## src/rtl/mux_n_rr.sv

```systemverilog
// mux_n_rr: N-channel registered mux with manual or round-robin select.
// Optional MUX_N_RR_STATS_EN adds a saturating 16-bit transfer counter.
module mux_n_rr #(
    parameter int WIDTH    = 8,
    parameter int CHANNELS = 4,
    parameter int SEL_W    = 2
) (
    input  logic                      clock,
    input  logic                      reset,
    input  logic [CHANNELS*WIDTH-1:0] in_data,
    input  logic [CHANNELS-1:0]       in_valid,
    output logic [CHANNELS-1:0]       in_ready,
    input  logic                      mode,
    input  logic [SEL_W-1:0]          sel,
    output logic [WIDTH-1:0]          out_data,
    output logic [SEL_W-1:0]          out_chan,
    output logic                      out_valid,
    input  logic                      out_ready
`ifdef MUX_N_RR_STATS_EN
    ,
    output logic [15:0]               xfer_count
`endif
);

    localparam int NPAD = 2 ** SEL_W;

    logic [WIDTH-1:0] chan_data [CHANNELS];
    logic [NPAD-1:0]  valid_pad;
    logic [SEL_W-1:0] ptr;
    logic [SEL_W:0]   sum;

    logic             rr_vld;
    logic [SEL_W-1:0] rr_idx;
    logic             man_vld;
    logic             grant_vld;
    logic [SEL_W-1:0] grant;
    logic             load;
    logic             xfer;

    logic             nxt_valid;
    logic [WIDTH-1:0] nxt_data;
    logic [SEL_W-1:0] nxt_chan;

    for (genvar i = 0; i < CHANNELS; i++) begin : g_unpack
        assign chan_data[i] = in_data[i*WIDTH +: WIDTH];
    end

    // Pad valids so any select value indexes a defined bit.
    assign valid_pad = NPAD'(in_valid);

    // Round-robin search: first valid channel after ptr, wrapping.
    always_comb begin
        rr_vld = 1'b0;
        rr_idx = '0;
        sum    = '0;
        for (int k = 1; k <= CHANNELS; k++) begin
            sum = {1'b0, ptr} + (SEL_W+1)'(k);
            if (sum >= (SEL_W+1)'(CHANNELS))
                sum = sum - (SEL_W+1)'(CHANNELS);
            if (!rr_vld && valid_pad[sum[SEL_W-1:0]]) begin
                rr_vld = 1'b1;
                rr_idx = sum[SEL_W-1:0];
            end
        end
    end

    // Manual grant only for an in-range, valid channel.
    always_comb begin
        man_vld = ({1'b0, sel} < (SEL_W+1)'(CHANNELS))
                  && valid_pad[sel];
    end

    // Pick the grant source for the current mode.
    always_comb begin
        grant_vld = 1'b0;
        grant     = '0;
        unique case (1'b1)
            mode: begin
                grant_vld = rr_vld;
                grant     = rr_idx;
            end
            !mode: begin
                grant_vld = man_vld;
                grant     = sel;
            end
            default: ;
        endcase
    end

    assign load = !out_valid || out_ready;
    assign xfer = grant_vld && load && !reset;

    // One-hot accept toward the granted channel only.
    always_comb begin
        in_ready = '0;
        for (int i = 0; i < CHANNELS; i++) begin
            if (xfer && grant == SEL_W'(i))
                in_ready[i] = 1'b1;
        end
    end

    // Next output-register contents; hold unless load.
    always_comb begin
        nxt_valid = out_valid;
        nxt_data  = out_data;
        nxt_chan  = out_chan;
        if (load) begin
            nxt_valid = grant_vld;
            if (grant_vld) begin
                nxt_data = chan_data[grant];
                nxt_chan = grant;
            end
        end
    end

    // Output register; reset discards any held word.
    always_ff @(posedge clock) begin
        if (reset) begin
            out_valid <= 1'b0;
            out_data  <= '0;
            out_chan  <= '0;
        end else begin
            out_valid <= nxt_valid;
            out_data  <= nxt_data;
            out_chan  <= nxt_chan;
        end
    end

    // Round-robin pointer follows the last round-robin transfer.
    always_ff @(posedge clock) begin
        if (reset)
            ptr <= SEL_W'(CHANNELS - 1);
        else if (xfer && mode)
            ptr <= grant;
    end

`ifdef MUX_N_RR_STATS_EN
    // Saturating count of accepted input words.
    always_ff @(posedge clock) begin
        if (reset)
            xfer_count <= '0;
        else if (xfer && xfer_count != 16'hFFFF)
            xfer_count <= xfer_count + 16'd1;
    end
`endif

endmodule
```

## config.mk

```make
export PLATFORM = sky130hd
export DESIGN_NAME = mux_n_rr
export DESIGN_NICKNAME = d
export VERILOG_FILES = /design/src/rtl/mux_n_rr.sv
export SDC_FILE = /design/constraint.sdc
export NUM_CORES = 1
export LEC_CHECK = 0
export CAP_MARGIN = 15
export CORE_AREA = 4 4 46 68
export CTS_BUF_LIST = sky130_fd_sc_hd__clkbuf_4 sky130_fd_sc_hd__clkbuf_8 sky130_fd_sc_hd__clkbuf_16
export DETAILED_ROUTE_END_ITERATION = 10
export DIE_AREA = 0 0 50 72
export PLACE_DENSITY = 0.82
export RECOVER_POWER = 50
export SETUP_SLACK_MARGIN = 0.2
export SLEW_MARGIN = 15
export SYNTH_ARGS = -nofsm -noshare
export SYNTH_HDL_FRONTEND = slang
export SYNTH_SLANG_ARGS = --single-unit
```

## constraint.sdc

```tcl
create_clock -name clock -period 5.5 [get_ports clock]
set_input_delay 0.825 -clock clock [delete_from_list [all_inputs] [get_ports clock]]
set_output_delay 0.825 -clock clock [all_outputs]
set_load 0.1 [all_outputs]
```

# --- Yosys cells after proc, flatten, opt, wreduce, memory -nomap -nowiden ---
# Index checks and enable logic that the tools add are counted.
word_totals:
  ff_bits: 13
  latch_bits: 0
  ramBits: 0
  mem_bits_ro: 0
  in_bits: 42
  elab_cells: 76
  n_memories: 0
classes:
  add_sub_neg: 8
  mul: 0
  div: 0
  magnitude_cmp: 10
  n_eq_ne: 3
  shift: 0
  mux: 31
  n_bitwise: 1
  n_reduce_logical: 19
ops:
  columns: ["op", "n"]
  rows:
  - ["8-bit binary-select mux with 2-bit select", 1]
  - ["2-bit 2-to-1 mux", 8]
  - ["8-bit 2-to-1 mux", 2]
  - ["3-bit >= comparator (second input constant)", 5]
  - ["2-bit by 3-bit < comparator with 1-bit output (second input constant)", 5]
  - ["1-bit 2-to-1 mux", 13]
  - ["1-bit binary-select mux with 2-bit select", 5]
  - ["1-bit logical AND", 10]
  - ["2-bit by 1-bit subtractor with 2-bit output (second input constant)", 4]
  - ["2-bit by 2-bit adder with 3-bit output (second input constant)", 2]
  - ["1-bit zero test", 6]
  - ["2-bit == test (second input constant)", 2]
  - ["2-bit one-hot mux with 2 select lines", 1]
  - ["2-bit by 1-bit adder with 3-bit output (second input constant)", 1]
  - ["2-bit by 3-bit adder with 3-bit output (second input constant)", 1]
  - ["2-bit NOT with 3-bit output", 1]
  - ["2-bit by 1-bit == test with 1-bit output (second input constant)", 1]
  - ["2-bit zero test", 1]
  - ["1-bit one-hot mux with 2 select lines", 1]
  - ["2-bit AND reduction", 1]
  - ["1-bit logical OR", 1]

# --- Longest topological paths before layout ---
# Gate-level depths: netlist of the first run.
logic_depth:
  ltp_word: 20
  mapped_depth: 7

# --- Worst setup path before layout of the first run ---
# OpenSTA, ideal clock, no wires.
synth_path:
  path_kind: "in2out"
  start: "input port sel[0]"
  end: "output port in_ready[3]"
  arrival_time_ns: 3.966
  path_slack_ns: 0.709
  cell_stages: 6
  cell_sequence: "mux4_2 > mux2i_1 > a21oi_1 > buf_2 > nand2b_1 > nor3b_1"
synth_via:
  elab_chain_len: 7
synth_lines:
  columns: ["element", "line", "rtl"]
  rows:
  - ["start: declaration", "14", "input logic [SEL_W-1:0] sel,"]
  - ["1-bit binary-select mux with 2-bit select", "70", "&& valid_pad[sel];"]
  - ["1-bit 2-to-1 mux (not written as such)", "70", null]
  - ["1-bit one-hot mux with 2 select lines", "77", "unique case (1'b1)"]
  - ["1-bit logical AND (2 in series)", "91", "assign xfer = grant_vld && load && !reset;"]
  - ["1-bit logical AND (*)", "97", "if (xfer && grant == SEL_W'(i))"]
  - ["1-bit 2-to-1 mux (*)", "97", null]
  - ["end: declaration", "12", "output logic [CHANNELS-1:0] in_ready,"]
# Mark *: on every way between the ends. The rest lies on a longest branch, timed or not. The select of a mux whose other input is x is not followed.

# --- Worst setup path in the final report of the first run ---
layout_path:
  start: "input port in_valid[3]"
  end: "output port in_ready[0]"
layout_via:
  elab_chain_len: 17
layout_lines:
  columns: ["element", "line", "rtl"]
  rows:
  - ["start: declaration", "11", "input logic [CHANNELS-1:0] in_valid,"]
  - ["1-bit binary-select mux with 2-bit select", "60", "if (!rr_vld && valid_pad[sum[SEL_W-1:0]]) begin"]
  - ["1-bit 2-to-1 mux (not written as such)", "60", null]
  - ["1-bit 2-to-1 mux", "60", null]
  - ["1-bit zero test", "60", null]
  - ["1-bit logical AND", "60", null]
  - ["1-bit 2-to-1 mux", "60", null]
  - ["1-bit zero test", "60", null]
  - ["1-bit logical AND", "60", null]
  - ["1-bit 2-to-1 mux", "60", null]
  - ["1-bit zero test", "60", null]
  - ["1-bit logical AND", "60", null]
  - ["1-bit 2-to-1 mux", "60", null]
  - ["1-bit one-hot mux with 2 select lines", "77", null]
  - ["1-bit logical AND (2 in series)", "91", null]
  - ["1-bit logical AND (*)", "97", null]
  - ["1-bit 2-to-1 mux (*)", "97", null]
# Marked as above.

==> results of run 1 <==
registers in the layout (all words and copies together), names as in the netlist:
register,flops
out_valid,1
out_data,8
ptr,2
out_chan,2
cell type report:
class / instances / area, um^2
Timing Repair Buffer: 58 / 565.5
Multi-Input combinational cell: 94 / 683.2
Clock buffer: 4 / 48.80
Sequential cell: 13 / 260.3
Tap cell: 37 / 46.29
Fill cell: 217 / 999.7
Inverter: 4 / 15.01
tightest hold or removal path, delay by kind of cell, from the launching register on:
family	cells	cell delay, ps
DFF	1	310
and+or+nand+nor	1	60
AOI/OAI and AO/OA	1	60
per-stage QoR:
step	setup slack [ps]	instances	hold WS, ps	utilization	total power (W)
after floorplan	709.5	116	606.5	-	0.0002677
after global placement	1567	206	469.9	0.5996	0.0003334
after detailed placement	1525	206	467.4	0.5996	0.0003367
after CTS	1502	210	476.9	0.6183	0.0004289
after global routing	1214	210	525.2	0.6183	0.0004401
final	1440	210	472.5	0.6183	0.0004217
Yosys cell counts:
cell,instances,area share
nor3b_1,2,0.015
a211oi_1,1,0.0076
mux2i_1,4,0.041
nor4_2,1,0.013
mux4_2,1,0.023
a21oi_1,9,0.046
nor2b_2,1,0.0089
clkbuf_1,1,0.0038
o41ai_2,1,0.017
mux2_1,5,0.057
a2111oi_2,6,0.091
and3_1,1,0.0064
a221o_1,1,0.010
o21ai_0,3,0.015
buf_2,3,0.015
nor2b_1,3,0.019
nand2b_1,7,0.044
a211o_1,1,0.0089
nand4b_2,1,0.015
o21ai_1,1,0.0051
nor3_1,2,0.010
or2_2,1,0.0064
mux2_2,3,0.034
nor2_1,21,0.080
o22ai_1,9,0.057
or2_1,1,0.0064
a22oi_1,1,0.0076
dfxtp_1,13,0.26
nand2_1,3,0.011
o21a_1,1,0.0076
buf_6,1,0.011
a311oi_1,1,0.0089
inv_1,4,0.015
or4_1,1,0.0076
o21ai_2,1,0.0089
placed cells by master (no fill, tap or decap), types with 2 or more instances in the layout:
cell type,Yosys,final
mux2_2,3,3
a21oi_1,9,8
nand2b_1,7,7
inv_1,4,4
dlygate4sd3_1,0,12
o22ai_1,9,9
buf_4,0,6
mux2_1,5,5
nor2_1,21,21
nor3b_1,2,2
nand2_1,3,3
clkdlybuf4s50_1,0,40
a2111oi_2,6,6
clkbuf_8,0,3
nor3_1,2,2
o21ai_0,3,3
mux2i_1,4,4
dfxtp_1,13,13
nor2b_1,3,3
routing by layer:
| metal | vias up | part of all wire | global-route usage |
|---|---|---|---|
| met2 | 35 | 0.56 | 0.3517 |
| li1 | 552 | - | - |
| met4 | 0 | 0.035 | 0.1077 |
| met3 | 13 | 0.050 | 0.04517 |
| met5 | - | 0 | 0 |
| met1 | 534 | 0.35 | 0.1745 |
worst min-delay path by stage:
stage / end / cells past startpoint
floorplan: ptr[0] / 1
global placement: out_chan[0] / 2
detailed placement: out_chan[0] / 2
CTS: out_chan[0] / 2
global route: out_chan[0] / 2
finish: out_chan[0] / 2
power by group through the flow:
stage	combinational, W	clock (W)	sequential, W
2_1_floorplan	0.0000805	0	0.000187
3_3_place_gp	0.000218	0	0.000116
3_5_place_dp	0.000220	0	0.000116
4_1_cts	0.000221	0.0000931	0.000114
5_1_grt	0.000228	0.0000960	0.000116
6_report	0.000217	0.0000909	0.000114
cells by family after synthesis:
kind of cell,after synthesis,synth area share
AO/OA/AOI/OAI,36,0.2910
buffers and inverters,9,0.04573
flip-flops,13,0.2643
multiplexers,13,0.1550
AND/OR/NAND/NOR,45,0.2440
==> metrics.cfg, run 1 <==
[run_status]
status=finished, final reports clean

[critical_path]
worstSetupEndpointType=output port
crit_family=buffers and inverters
crit_slowest_cell=dlygate4sd3_1
cp-endpoint=in_ready[0]
cp_common_cell=buf_4
worstSetupPathType=in2out
worstSetupStartpointType=input pin
path_depth=8
worstPathMaxFanout=12
arrival_ps=3230
r2r_setup_slack_ps=3370
worst_ep_required_time_ps=4680
cpPeakStageDelay_ps=670
reg2reg_to=out_data[5]
cp.buffers_inverters=3
r2r_start=ptr[0]
reg2reg_depth=6
worstPathCellList=dlygate4sd3_1 -> mux4_2 -> mux2i_1 -> a21oi_2 -> buf_4 -> nand4b_2 -> nor2_1 -> buf_4
startpoint=in_valid[3]

[timing]
fin_setup_tns_ps=0
period_share=0.7382
period_needed_ps=4060
hold_viol=0
finalMaxSlewViolations=0
clock-skew-final_ps=1.586
max_freq_mhz=246.3
finalSetupViolCount=0
rsz0062_at_grt=false
tightestPinTransition_ps=999.1
slew-limit-headroom=0.3317

[yosys]
synth-seq-cells=13
yosysSeqAreaShare=0.2643
syn_area_um2=984.7
syn_inst=116
yosysWarnings=0
synth.distinct_cells=35
syn-mean-instance-area_um2=8.489
syn_nets=158

[global_routing]
grt_pass1_vias=1215
grt_max_degree=16
grt_usage=0.1855
antenna_found_initial=0
grt-ovfl-total=0
grt_pass1_wl_um=5209

[clocking]
path_clk_slew_ps=50
cts_setup_buffers=0
hold_buffers=0
cts_buffer_depth=2
cts_buffers=3
cts_max_level=1
clk_latency_ps=250
cts_sinks=13
cts_resized=0
root_buffer=clkbuf_8
cts_tree=yes

[die]
die_w_um=50
start_util=0.3760
num_io_pins=57
dieArea_mm2=0.003600
coreArea_mm2=0.002619
fp.dieH_um=72
rows=23

[detailed_routing]
ant_nets=0
routed_wl_um=3227
drcViolationCount=0
avgViaCountPerCell=5.400
wl_per_cell_um=15.37
first_iter_violations=38
num_vias=1134
drt-pass1-iter-count=7

[hold_path]
min-delay-path-class=reg2reg
hp-start=out_chan[0]

[final_layout]
final_area_mm2=0.001619
layout-drive-gt1-share=0.1561
area_growth_syn_to_layout_pct=64.42
fin_nets=216
insertedDiodeCount=0

[pwr]
leakage_nw=0.6286
worst_ir_drop_vdd_uv=190.5
power_density_mw_per_mm2=260.5
p_int_w=0.0002376
power_frac_seq=0.271
power_frac_clock=0.215
switching_power_w=0.0001842
p_comb_frac=0.513
p_sw_frac=0.4367

[placed_design]
io_buffers=56
dp_hpwl_um=2611
place_area_mm2=0.001570
place_congestion=0.7802

[run]
cap_violations=0

No activity file was read; power rests on OpenSTA's default activity.
==> run 2: changes to the inputs <==
--- a/config.mk
+++ b/config.mk
@@ -6,11 +6,11 @@
 export NUM_CORES = 1
 export LEC_CHECK = 0
 export CAP_MARGIN = 15
-export CORE_AREA = 4 4 46 68
+export CORE_AREA = 4 4 49 73
 export CTS_BUF_LIST = sky130_fd_sc_hd__clkbuf_4 sky130_fd_sc_hd__clkbuf_8 sky130_fd_sc_hd__clkbuf_16
 export DETAILED_ROUTE_END_ITERATION = 10
-export DIE_AREA = 0 0 50 72
-export PLACE_DENSITY = 0.82
+export DIE_AREA = 0 0 53 77
+export PLACE_DENSITY = 0.75
 export RECOVER_POWER = 50
 export SETUP_SLACK_MARGIN = 0.2
 export SLEW_MARGIN = 15
==> constraint.sdc (replaced) <==
create_clock -name clock -period 3.3 [get_ports clock]
set_input_delay 0.495 -clock clock [delete_from_list [all_inputs] [get_ports clock]]
set_output_delay 0.495 -clock clock [all_outputs]
set_load 0.1 [all_outputs]
==> metrics.cfg, run 2 (synthesis gave the netlist of run 1 again) <==
[global_routing]
grt_max_degree=17
grt_pass1_wl_um=5340
antenna_found_initial=0
grt-ovfl-total=0
grt_usage=0.1703
grt_pass1_vias=1242

[pwr]
worst_ir_drop_vdd_uv=313.9
p_comb_frac=0.524
power_frac_seq=0.262
power_density_mw_per_mm2=420.2
power_frac_clock=0.214
p_sw_frac=0.4322
switching_power_w=0.0003118
p_int_w=0.0004096
leakage_nw=0.6650

[clocking]
cts_sinks=13
cts_resized=0
clk_latency_ps=240
root_buffer=clkbuf_8
cts_tree=yes
cts_buffers=3
hold_buffers=0
path_clk_slew_ps=60
cts_setup_buffers=0
cts_max_level=1
cts_buffer_depth=2

[run_status]
status=finished, final reports clean

[timing]
clock-skew-final_ps=1.778
slew-limit-headroom=0.3206
finalSetupViolCount=0
hold_viol=0
finalMaxSlewViolations=0
max_freq_mhz=334.5
period_needed_ps=2989
fin_setup_tns_ps=0
tightestPinTransition_ps=1016
period_share=0.9059
rsz0062_at_grt=false

[die]
num_io_pins=57
fp.dieH_um=77
coreArea_mm2=0.002913
dieArea_mm2=0.004081
die_w_um=53
start_util=0.3381
rows=24

[detailed_routing]
wl_met2_um=1844
num_vias=1133
met3WireLength_um=166
topRoutingLayerUsed=met4
drt-pass1-iter-count=4
drcViolationCount=0
ant_nets=0
first_iter_violations=19
routed_wl_um=3248
wl_per_cell_um=14.97
avgViaCountPerCell=5.221
wl_met1_um=1175

[placed_design]
place_congestion=0.7604
dp_hpwl_um=2658
dp.cells=213
io_buffers=56

[critical_path]
worst_ep_required_time_ps=2800
worstSetupEndpointType=output port
cpPeakStageDelay_ps=640
worstSetupPathType=in2out
arrival_ps=2490
crit_slowest_cell=dlygate4sd3_1
worstPathMaxFanout=8
worstPathCellList=dlygate4sd3_1 -> or4_1 -> mux2i_1 -> a21oi_2 -> nand2b_1 -> nor2_1 -> buf_12
worstSetupStartpointType=input pin

[final_layout]
layout-drive-gt1-share=0.1910
largest_registers=out_data: 8 flops, out_chan: 2 flops, ptr: 2 flops
layout.cells.most_common=clkdlybuf4s50_1
insertedDiodeCount=0
fin_nets=221
final_cells=217
area_growth_syn_to_layout_pct=74.33
fillers=262
largest_reg_flops=8
regMostFlops=out_data
mostFrequentLayoutCells=40 x clkdlybuf4s50_1, 20 x nor2_1, 13 x dfxtp_1

[hold_path]
min-delay-path-class=reg2reg

[run]
cap_violations=0

## run 2: cell types whose count changed in the layout (fill, tap and decap cells not counted), sizes merged
cell and change:
buf +5
## run 2: final timing paths
path,start,end,slack (ps),cells past startpoint
worst min register to register,out_data[3],out_data[3],490,2
worst max-delay path,in_valid[3],in_ready[1],310,7
worst min-delay path,out_data[3],out_data[3],490,2
worst max register to register,ptr[0],out_data[1],1290,6
## run 2: per-stage QoR
stage	setup WS, ps	utilization	power [W]	hold WS (ps)	instance area, um^2
final	310.5	0.5893	0.0007213	491.8	1717
after global routing	200.3	0.5893	0.0007560	528.7	1717
after CTS	401.6	0.5893	0.0007322	504.6	1717
after detailed placement	407.8	0.5726	0.0005786	486.6	1668
after global placement	434.1	0.5726	0.0005747	462.3	1668
after floorplan	111.2	-	0.0004472	563.9	992.2
## run 2: layout make-up
type / instances / area [um^2] / area share
Multi-Input combinational cell: 94 / 690.7 / 0.4023
Timing Repair Buffer: 63 / 653.1 / 0.3805
Sequential cell: 13 / 260.3 / 0.1516
Clock buffer: 4 / 48.80 / 0.02843
Tap cell: 39 / 48.80 / 0.02843
Inverter: 4 / 15.01 / 0.008746
## run 2: critical path: cells and delay by family
family	cells	cell delay, ps
AOI/OAI and AO/OA	1	110
buffers and inverters	2	810
muxes	1	240
and+or+nand+nor	3	840
## run 2: power by group through the flow
stage                     clock network (W)  registers (W)  logic, W
after floorplan                           0       0.000312  0.000135
after global placement                    0       0.000193  0.000382
after detailed placement                  0       0.000193  0.000386
after CTS                          0.000155       0.000190  0.000387
after global routing               0.000165       0.000192  0.000399
final                              0.000154       0.000189  0.000378
## run 2: routing by layer
metal	GRT usage	vias to the layer above
li1	-	562
met1	0.1687	530
met2	0.3321	33
met3	0.02519	8
met4	0.06138	0
met5	0	-
==> run 3: changes to the inputs <==
--- a/config.mk
+++ b/config.mk
@@ -7,7 +7,6 @@
 export LEC_CHECK = 0
 export CAP_MARGIN = 15
 export CORE_AREA = 4 4 49 73
-export CTS_BUF_LIST = sky130_fd_sc_hd__clkbuf_4 sky130_fd_sc_hd__clkbuf_8 sky130_fd_sc_hd__clkbuf_16
 export DETAILED_ROUTE_END_ITERATION = 10
 export DIE_AREA = 0 0 53 77
 export PLACE_DENSITY = 0.75
==> constraint.sdc (replaced) <==
create_clock -name clock -period 2.5 [get_ports clock]
set_input_delay 0.375 -clock clock [delete_from_list [all_inputs] [get_ports clock]]
set_output_delay 0.375 -clock clock [all_outputs]
set_load 0.1 [all_outputs]
==> metrics.cfg, run 3 (synthesis gave the netlist of run 1 again) <==
[run_status]
status=finished, final reports clean

[placed_design]
io_buffers=56
place_congestion=0.8067
dp_hpwl_um=2830
dpl_worst_slack_ps=-115.2
place_area_mm2=0.001748
dp.cells=224

[global_routing]
grt_usage=0.1929
grt_pass1_vias=1331
grt_max_degree=15
grt-ovfl-total=0
met1_usage=0.1938
use_met2=0.3644
use_met3=0.01163
antenna_found_initial=0
top_usage_layer=met2
grt_pass1_wl_um=5920

[clocking]
cts_buffer_depth=2
cts_max_level=1
cts_tree=yes
clk_latency_ps=250
root_buffer=clkbuf_8
cts_sinks=13
cts_buffers=3
hold_buffers=0
path_clk_slew_ps=60

[final_layout]
final_area_mm2=0.001867
register_area_um2=266.5
largest_registers=out_data: 8 flops, out_chan: 2 flops, ptr: 2 flops
layout-drive-gt1-share=0.3333
insertedDiodeCount=0
multi_input_area_um2=785.8
area_growth_syn_to_layout_pct=89.58
fillers=264
fin_nets=238
layout.cells.most_common=clkdlybuf4s50_1
post-route-util=0.6409
mostFrequentLayoutCells=34 x clkdlybuf4s50_1, 21 x buf_4, 18 x nor2_1
final_cells=234
largest_reg_flops=8
regMostFlops=out_data

[critical_path]
startpoint=in_valid[2]
worstPathCellList=dlygate4sd2_1 -> or4_4 -> mux2i_1 -> a21oi_4 -> nand2b_4 -> nor2_2 -> buf_12
reg2reg_to=out_data[5]
path_depth=7
cp.buffers_inverters=2
worstSetupPathType=in2out
reg2reg_depth=9
cp-endpoint=in_ready[2]
r2r_start=ptr[0]
worstSetupStartpointType=input pin
arrival_ps=1940
crit_slowest_cell=or4_4
crit_family=simple AND/OR/NAND/NOR gates
cpPeakStageDelay_ps=540
worstPathMaxFanout=5
r2r_setup_slack_ps=490
worstSetupEndpointType=output port
worst_ep_required_time_ps=2120

[die]
start_util=0.3381
die_w_um=53
rows=24
num_io_pins=57
fp.dieH_um=77
dieArea_mm2=0.004081
coreArea_mm2=0.002913

[pwr]
power_density_mw_per_mm2=531.5
leakage_nw=0.7374
worst_ir_drop_vdd_uv=439.2

[detailed_routing]
num_vias=1227
wl_per_cell_um=15.84
ant_nets=0
routed_wl_um=3706
avgViaCountPerCell=5.244
first_iter_violations=27
drcViolationCount=0
drt-pass1-iter-count=4

[timing]
period_needed_ps=2318
timing.hold.ws_ps=493.3
rsz0062_at_grt=true
setup_ws_ps=182.2
slew-limit-headroom=0.1969
finalMaxSlewViolations=0
hold_viol=0
clock-skew-final_ps=1.052
max_freq_mhz=431.4
tightestPinTransition_ps=1210
period_share=0.9271
finalSetupViolCount=0

[hold_path]
min-delay-path-class=reg2reg

[run]
cap_violations=0

## run 3: worst min path at each step
stage | slack, ps | from | cells after the start | end
3_3_place_gp | 470 | out_chan[0] | 2 | out_chan[0]
5_1_grt | 520 | out_data[3] | 2 | out_data[3]
2_1_floorplan | 440 | reset | 1 | out_data[5]
3_5_place_dp | 490 | out_data[3] | 2 | out_data[3]
4_1_cts | 500 | out_data[3] | 2 | out_data[3]
6_report | 490 | out_data[3] | 2 | out_data[3]
## run 3: layout make-up
| type | instances | area share |
|---|---|---|
| sequential | 13 | 0.1428 |
| clock buffer | 4 | 0.02413 |
| tap | 39 | 0.02614 |
| multi-input combinational | 94 | 0.4209 |
| timing repair buffer | 80 | 0.3780 |
| inverter | 4 | 0.008043 |
## run 3: timing repair
action                                  in CTS  in global routing
endpoints found under the setup margin      10                  4
resized for setup                           27                  7
buffers inserted                             6                  0
pin swaps                                    5                  4
## run 3: power by group
group	internal, W	switching (W)	leakage, nW	total (W)
logic	0.000202	0.000341	0.607	0.000543
registers	0.000234	0.0000185	0.108	0.000252
clock network	0.000113	0.0000839	0.0228	0.000197
## run 3: routing by layer
metal / routed length (um) / vias to the layer above
met3: 165 / 11
li1: - / 594
met4: 133 / 0
met1: 1274 / 583
met2: 2132 / 39
met5: 0 / -
## run 3: worst reg2reg max path, cell delays in order, from the launching register on
cell and delay (ps):
dfxtp_4 370, nand2b_1 190, o21ai_1 180, buf_4 150
o21ai_4 70, buf_6 130, buf_4 150, mux2_2 240
o22ai_1 90, a2111oi_2 350
## run 3: through the flow
step,power [W],TNS (ps)
after floorplan,0.0006034,0
after global placement,0.0007762,-342.0
after detailed placement,0.0007836,-619.4
after CTS,0.001012,0
after global routing,0.001032,0
final,0.0009922,0
